===== config.mk =====
export PLATFORM = sky130hd
export DESIGN_NAME = reg_file_dumper
export DESIGN_NICKNAME = d
export VERILOG_FILES = /design/src/rtl/reg_file_dumper.sv
export SDC_FILE = /design/constraint.sdc
export NUM_CORES = 1
export LEC_CHECK = 0
export ABC_AREA = 1
export BUFFER_PORTS_ARGS = -buffer_cell sky130_fd_sc_hd__buf_2
export CELL_PAD_IN_SITES_DETAIL_PLACEMENT = 1
export CELL_PAD_IN_SITES_GLOBAL_PLACEMENT = 1
export CORE_ASPECT_RATIO = 1.75
export CORE_MARGIN = 2
export CORE_UTILIZATION = 42
export DETAILED_ROUTE_END_ITERATION = 10
export PLACE_DENSITY = 0.82
export SLEW_MARGIN = 20
export SYNTH_ARGS = -nofsm -noshare
export SYNTH_HDL_FRONTEND = slang
export SYNTH_SLANG_ARGS = --single-unit

===== constraint.sdc =====
create_clock -name clk_i -period 6.54 [get_ports clk_i]
set_clock_uncertainty 0.1 [all_clocks]
set_input_delay 1.308 -clock clk_i [delete_from_list [all_inputs] [get_ports clk_i]]
set_output_delay 1.308 -clock clk_i [all_outputs]
set_load 0.1 [all_outputs]

===== src/rtl/reg_file_dumper.sv =====
// -----------------------------------------------------------------------------
// reg_file_dumper
//
// Purpose:
//   Read-side master that walks the processor register file through its two
//   combinational read ports, two registers per fetch. Each (index, value)
//   pair is streamed out over a valid/ready interface to a trace/debug sink.
//   The register file write port is never touched.
//
// Ports:
//   clk_i        clock, rising edge
//   rst_i        asynchronous, active-high reset
//   start_i      begin a dump (sampled only while idle)
//   abort_i      synchronous cancel, highest priority after reset
//   rd1_addr_o   read port 1 address (even register of the pair)
//   rd2_addr_o   read port 2 address (odd register of the pair)
//   rd1_data_i   read port 1 data (combinational from the register file)
//   rd2_data_i   read port 2 data (combinational from the register file)
//   out_valid_o  stream word valid
//   out_ready_i  sink ready
//   out_data_o   register value
//   out_index_o  register number of out_data_o
//   busy_o       high whenever a dump is in progress
//   done_o       one-cycle pulse when a dump completes
// -----------------------------------------------------------------------------
module reg_file_dumper #(
    parameter int DATA_WIDTH = 32,
    parameter int ADDR_WIDTH = 5,
    parameter int NUM_REGS   = 32,
    parameter int SKIP_ZERO  = 0
) (
    input  logic                  clk_i,
    input  logic                  rst_i,
    input  logic                  start_i,
    input  logic                  abort_i,
    output logic [ADDR_WIDTH-1:0] rd1_addr_o,
    output logic [ADDR_WIDTH-1:0] rd2_addr_o,
    input  logic [DATA_WIDTH-1:0] rd1_data_i,
    input  logic [DATA_WIDTH-1:0] rd2_data_i,
    output logic                  out_valid_o,
    input  logic                  out_ready_i,
    output logic [DATA_WIDTH-1:0] out_data_o,
    output logic [ADDR_WIDTH-1:0] out_index_o,
    output logic                  busy_o,
    output logic                  done_o
);

    typedef enum logic [2:0] {
        S_IDLE   = 3'd0,
        S_FETCH  = 3'd1,
        S_SEND0  = 3'd2,
        S_SEND1  = 3'd3,
        S_FINISH = 3'd4
    } state_t;

    // Pair counter k runs 0 .. NUM_REGS/2-1.
    localparam logic [ADDR_WIDTH-1:0] LAST_K = ADDR_WIDTH'(NUM_REGS / 2 - 1);

    state_t                  state_q,     state_d;
    logic [ADDR_WIDTH-1:0]   k_q,         k_d;
    logic [DATA_WIDTH-1:0]   buf0_q,      buf0_d;
    logic [DATA_WIDTH-1:0]   buf1_q,      buf1_d;
    logic [ADDR_WIDTH-1:0]   rd1_addr_q,  rd1_addr_d;
    logic [ADDR_WIDTH-1:0]   rd2_addr_q,  rd2_addr_d;
    logic                    out_valid_q, out_valid_d;
    logic [DATA_WIDTH-1:0]   out_data_q,  out_data_d;
    logic [ADDR_WIDTH-1:0]   out_index_q, out_index_d;
    logic                    busy_q,      busy_d;
    logic                    done_q,      done_d;

    // 2k and 2k+1 in ADDR_WIDTH bits; the parameter constraint keeps them
    // in range, so the dropped MSB of k is always zero.
    function automatic logic [ADDR_WIDTH-1:0] even_idx(input logic [ADDR_WIDTH-1:0] k);
        return k << 1;
    endfunction

    function automatic logic [ADDR_WIDTH-1:0] odd_idx(input logic [ADDR_WIDTH-1:0] k);
        return (k << 1) | ADDR_WIDTH'(1);
    endfunction

    // -------------------------------------------------------------------------
    // State register and registered outputs
    // -------------------------------------------------------------------------
    always_ff @(posedge clk_i or posedge rst_i) begin
        if (rst_i) begin
            state_q     <= S_IDLE;
            k_q         <= '0;
            buf0_q      <= '0;
            buf1_q      <= '0;
            rd1_addr_q  <= '0;
            rd2_addr_q  <= '0;
            out_valid_q <= 1'b0;
            out_data_q  <= '0;
            out_index_q <= '0;
            busy_q      <= 1'b0;
            done_q      <= 1'b0;
        end else begin
            state_q     <= state_d;
            k_q         <= k_d;
            buf0_q      <= buf0_d;
            buf1_q      <= buf1_d;
            rd1_addr_q  <= rd1_addr_d;
            rd2_addr_q  <= rd2_addr_d;
            out_valid_q <= out_valid_d;
            out_data_q  <= out_data_d;
            out_index_q <= out_index_d;
            busy_q      <= busy_d;
            done_q      <= done_d;
        end
    end

    // -------------------------------------------------------------------------
    // Next-state and next-output logic
    // -------------------------------------------------------------------------
    always_comb begin
        state_d     = state_q;
        k_d         = k_q;
        buf0_d      = buf0_q;
        buf1_d      = buf1_q;
        rd1_addr_d  = rd1_addr_q;
        rd2_addr_d  = rd2_addr_q;
        out_data_d  = out_data_q;
        out_index_d = out_index_q;
        out_valid_d = 1'b0;
        busy_d      = 1'b0;
        done_d      = 1'b0;

        unique case (state_q)
            S_IDLE: begin
                if (start_i) begin
                    k_d     = '0;
                    state_d = S_FETCH;
                end
            end
            S_FETCH: begin
                // Snapshot taken here; later register writes are not seen.
                buf0_d = rd1_data_i;
                buf1_d = rd2_data_i;
                if ((SKIP_ZERO != 0) && (k_q == '0)) begin
                    state_d = S_SEND1;
                end else begin
                    state_d = S_SEND0;
                end
            end
            S_SEND0: begin
                // out_valid_q is always high here, so ready alone completes
                // the handshake.
                if (out_ready_i) begin
                    state_d = S_SEND1;
                end
            end
            S_SEND1: begin
                if (out_ready_i) begin
                    if (k_q == LAST_K) begin
                        state_d = S_FINISH;
                    end else begin
                        k_d     = k_q + ADDR_WIDTH'(1);
                        state_d = S_FETCH;
                    end
                end
            end
            S_FINISH: begin
                state_d = S_IDLE;
            end
            default: begin
                state_d = S_IDLE;
            end
        endcase

        // Abort overrides everything, including a simultaneous handshake
        // (that word is still considered delivered by the sink).
        if (abort_i) begin
            state_d = S_IDLE;
            k_d     = '0;
        end

        // Outputs are decoded from the next state so they are valid in the
        // very cycle the state is entered.
        if (state_d == S_FETCH) begin
            rd1_addr_d = even_idx(k_d);
            rd2_addr_d = odd_idx(k_d);
        end
        if (state_d == S_SEND0) begin
            out_data_d  = buf0_d;
            out_index_d = even_idx(k_d);
        end
        if (state_d == S_SEND1) begin
            out_data_d  = buf1_d;
            out_index_d = odd_idx(k_d);
        end
        out_valid_d = (state_d == S_SEND0) || (state_d == S_SEND1);
        busy_d      = (state_d != S_IDLE);
        done_d      = (state_d == S_FINISH);
    end

    assign rd1_addr_o  = rd1_addr_q;
    assign rd2_addr_o  = rd2_addr_q;
    assign out_valid_o = out_valid_q;
    assign out_data_o  = out_data_q;
    assign out_index_o = out_index_q;
    assign busy_o      = busy_q;
    assign done_o      = done_q;

endmodule


==> impl_metrics.tcl <==
set metrics [dict create \
    num_rows 54 \
    fp.dieH_um 153 \
    antenna_found_initial 0 \
    leakagePower_nw 3.69 \
    ys_seq_elements 117 \
    clock_latency_ns 0.42 \
    drc_errors 0 \
    crit_path_end "out_data_o[26]$_DFFE_PP0P_" \
    crit_path_start_kind "input pin" \
    fmax_mhz 265 \
    final_nets 841 \
    status "finished, final reports clean" \
    layout-drive-gt1-share 0.217 \
    cts-resized-gates 0 \
    cp-startpoint "abort_i" \
    post_cts_buffers 0 \
    ff2ff_path_depth 8 \
    critPathMaxStageDelay_ns 0.79 \
    fin_crit_sh 0.577 \
    synthSimpleGateAreaFrac 0.245 \
    cts_root_buf "clkbuf_16" \
    fin_crit_ns 3.77 \
    end_kind "flop" \
    cp_slowest_cell "inv_2" \
    io_buffers 117 \
    drv_cap 0 \
    setup-tns-final_ns 0 \
    min_path_cells 2 \
    grt_use_total 0.236 \
    grt_max_degree 88 \
    synth_compound_area_frac 0.0750 \
    syn_area_per_cell_um2 7.99 \
    syn_nets 740 \
    cts.clk_slew.worst_paths_ns 0.05 \
    r2r_start "state_q[1]$_DFF_PP0_" \
    ios 119 \
    area_growth_syn_to_layout_pct 23.3 \
    slew_headroom 0.421 \
    gp_routability_congestion 0.855 \
    arrival_ns 3.98 \
    critPathMaxFanout 44 \
    powerDensity_nw_per_um2 538 \
    clock-sinks 117 \
    fp.coreArea_um2 12400 \
    grt_overflow_total 0 \
    syn_area_um2 5350 \
    dr.pass1.iters 4 \
    numCtsBuffers 17 \
    yosys_warnings 0 \
    drtIter0Drc 216 \
    viasPerCell 4.90 \
    synthCells 670 \
    setup_violations 0 \
    synth_adder_area_share 0.00234 \
    holdBufCountCts 0 \
    critPathKind "in -> reg" \
    grt_pass1_vias 5130 \
    num_vias 4657 \
    start_util 0.431 \
    synth_mux_area_frac 0 \
    ant_nets 0 \
    diodes 0 \
    slew_viol_final 0 \
    path_cells "buf_2 -> inv_2 -> nand2_2 -> inv_2 -> nand2_1 -> nor2_1 -> nor2_1" \
    hold_class "reg -> reg" \
    yosysSeqAreaShare 0.547 \
    stdcell_area_um2 6600 \
    routed_wl_um 15200 \
    synth_top_family_by_area "simple AND/OR/NAND/NOR gates" \
    die_w_um 89.3 \
    synth_xor_area_frac 0 \
    yosys.cell_types.count 30 \
    wl_per_cell_um 15.9 \
    finalHoldViolCount 0 \
    reg2reg_slack_ns 3.22 \
    dieArea_um2 13700 \
    cts.path.max_buffers 2 \
    cp.required_ns 6.75 \
    grt_pass1_wl_um 24700 \
    placement.cell_area_um2 5960 \
    h-tree-depth 4 \
    cts_tree "yes" \
    r2r-end "out_data_o[26]$_DFFE_PP0P_" \
    rsz0062_at_grt "no" \
    dp_hpwl_um 9900 \
    tightest_slew_ns 0.867 \
    vdd_ir_drop_max_mv 0.406 \
]
==> power breakdown <==
| part | internal (mW) | total (mW) | switching (mW) |
|---|---|---|---|
| Combinational | 0.251 | 1.46 | 1.21 |
| Clock | 0.683 | 1.01 | 0.323 |
| Sequential | 0.959 | 1.09 | 0.127 |
==> layout by cell type (no fill, tap or decap), types with 4 or more instances in the layout <==
cell type    n
clkinv_2     4
dfrtp_1    117
inv_1      120
o21ai_1     32
a21oi_1      9
nor2_1      26
nand2_1    194
clkbuf_8     5
bufinv_16    4
o21ai_0     33
buf_2      117
clkbuf_16   17
inv_2        7
nand3_1     71
==> per-layer routing <==
layer	wire length (µm)	part of all wire	global-route usage	up-vias
li1	-	-	-	2231
met5	0	0	0	-
met1	5770	0.38	0.261	2294
met3	579	0.038	0.0594	27
met4	266	0.018	0.0654	0
met2	8550	0.56	0.433	105
==> how the worst min path moves through the flow <==
| stage | from | endpoint | slack [ns] |
|---|---|---|---|
| 2_1_floorplan | buf0_q[23]$_DFF_PP0_ | buf0_q[23]$_DFF_PP0_ | 0.34 |
| 3_3_place_gp | buf1_q[23]$_DFF_PP0_ | buf1_q[23]$_DFF_PP0_ | 0.35 |
| 3_5_place_dp | buf0_q[23]$_DFF_PP0_ | buf0_q[23]$_DFF_PP0_ | 0.36 |
| 4_1_cts | rd2_addr_o[0]$_DFFE_PP0N_ | rd2_addr_o[0]$_DFFE_PP0N_ | 0.38 |
| 5_1_grt | buf1_q[26]$_DFF_PP0_ | buf1_q[26]$_DFF_PP0_ | 0.40 |
| 6_report | buf1_q[23]$_DFF_PP0_ | buf1_q[23]$_DFF_PP0_ | 0.38 |
==> per-stage QoR <==
stage | setup slack, ns | instances | total power [mW] | util | hold slack, ns
finish | 2.77 | 951 | 3.55 | 0.531 | 0.377
global route | 2.59 | 951 | 3.72 | 0.531 | 0.402
CTS | 2.80 | 951 | 3.58 | 0.531 | 0.379
detailed placement | 2.45 | 920 | 2.55 | 0.479 | 0.362
global placement | 2.56 | 920 | 2.50 | 0.479 | 0.354
floorplan | 2.03 | 670 | 2.25 | - | 0.338
==> cell usage after synthesis <==
| library cell | number | area, µm² |
|---|---|---|
| a211oi_1 | 1 | 7.51 |
| a21oi_1 | 9 | 45.0 |
| a31o_2 | 1 | 8.76 |
| buf_1 | 1 | 3.75 |
| buf_2 | 19 | 95.1 |
| buf_4 | 6 | 45.0 |
| buf_6 | 4 | 45.0 |
| clkbuf_1 | 7 | 26.3 |
| conb_1 | 1 | 3.75 |
| dfrtp_1 | 117 | 2930 |
| ha_1 | 1 | 12.5 |
| inv_1 | 121 | 454 |
| inv_2 | 7 | 26.3 |
| nand2_1 | 194 | 728 |
| nand2_2 | 4 | 25.0 |
| nand2_4 | 2 | 22.5 |
| nand3_1 | 71 | 355 |
| nand3_2 | 3 | 30.0 |
| nand3b_1 | 1 | 7.51 |
| nand4_1 | 1 | 6.26 |
| nor2_1 | 26 | 97.6 |
| nor2_2 | 1 | 6.26 |
| nor2_4 | 1 | 11.3 |
| nor3_1 | 2 | 10.0 |
| o211ai_1 | 1 | 7.51 |
| o21ai_0 | 33 | 165 |
| o21ai_1 | 32 | 160 |
| o21bai_1 | 1 | 7.51 |
| or2_0 | 1 | 6.26 |
| or2_1 | 1 | 6.26 |
==> state kept, by name, indices dropped and copies added, names as in the netlist <==
signal / count
buf0_q: 32
k_q: 5
out_data_o: 32
buf1_q: 32
done_o: 1
out_valid_o: 1
busy_o: 1
rd2_addr_o: 5
out_index_o: 5
state_q: 3
==> logic make-up after synthesis <==
kind of cell	count (synthesis)
buffers and inverters	165
other	1
AOI/OAI and AO/OA	78
and+or+nand+nor	308
DFF	117
adders and majority gates	1
==> critical path: cells and delay by family <==
kind                   cells  cell delay, ns
AND/OR/NAND/NOR            4            1.05
buffers and inverters      3            1.57
==> area by class of cell <==
class	count	area, µm²
clock buffer	22	494
clock inverter	9	148
fill	1613	5830
inverter	128	483
multi-input combinational	388	1740
sequential	117	2930
tap	168	210
timing repair buffer	119	601
Power figures use the tool's default switching activity.
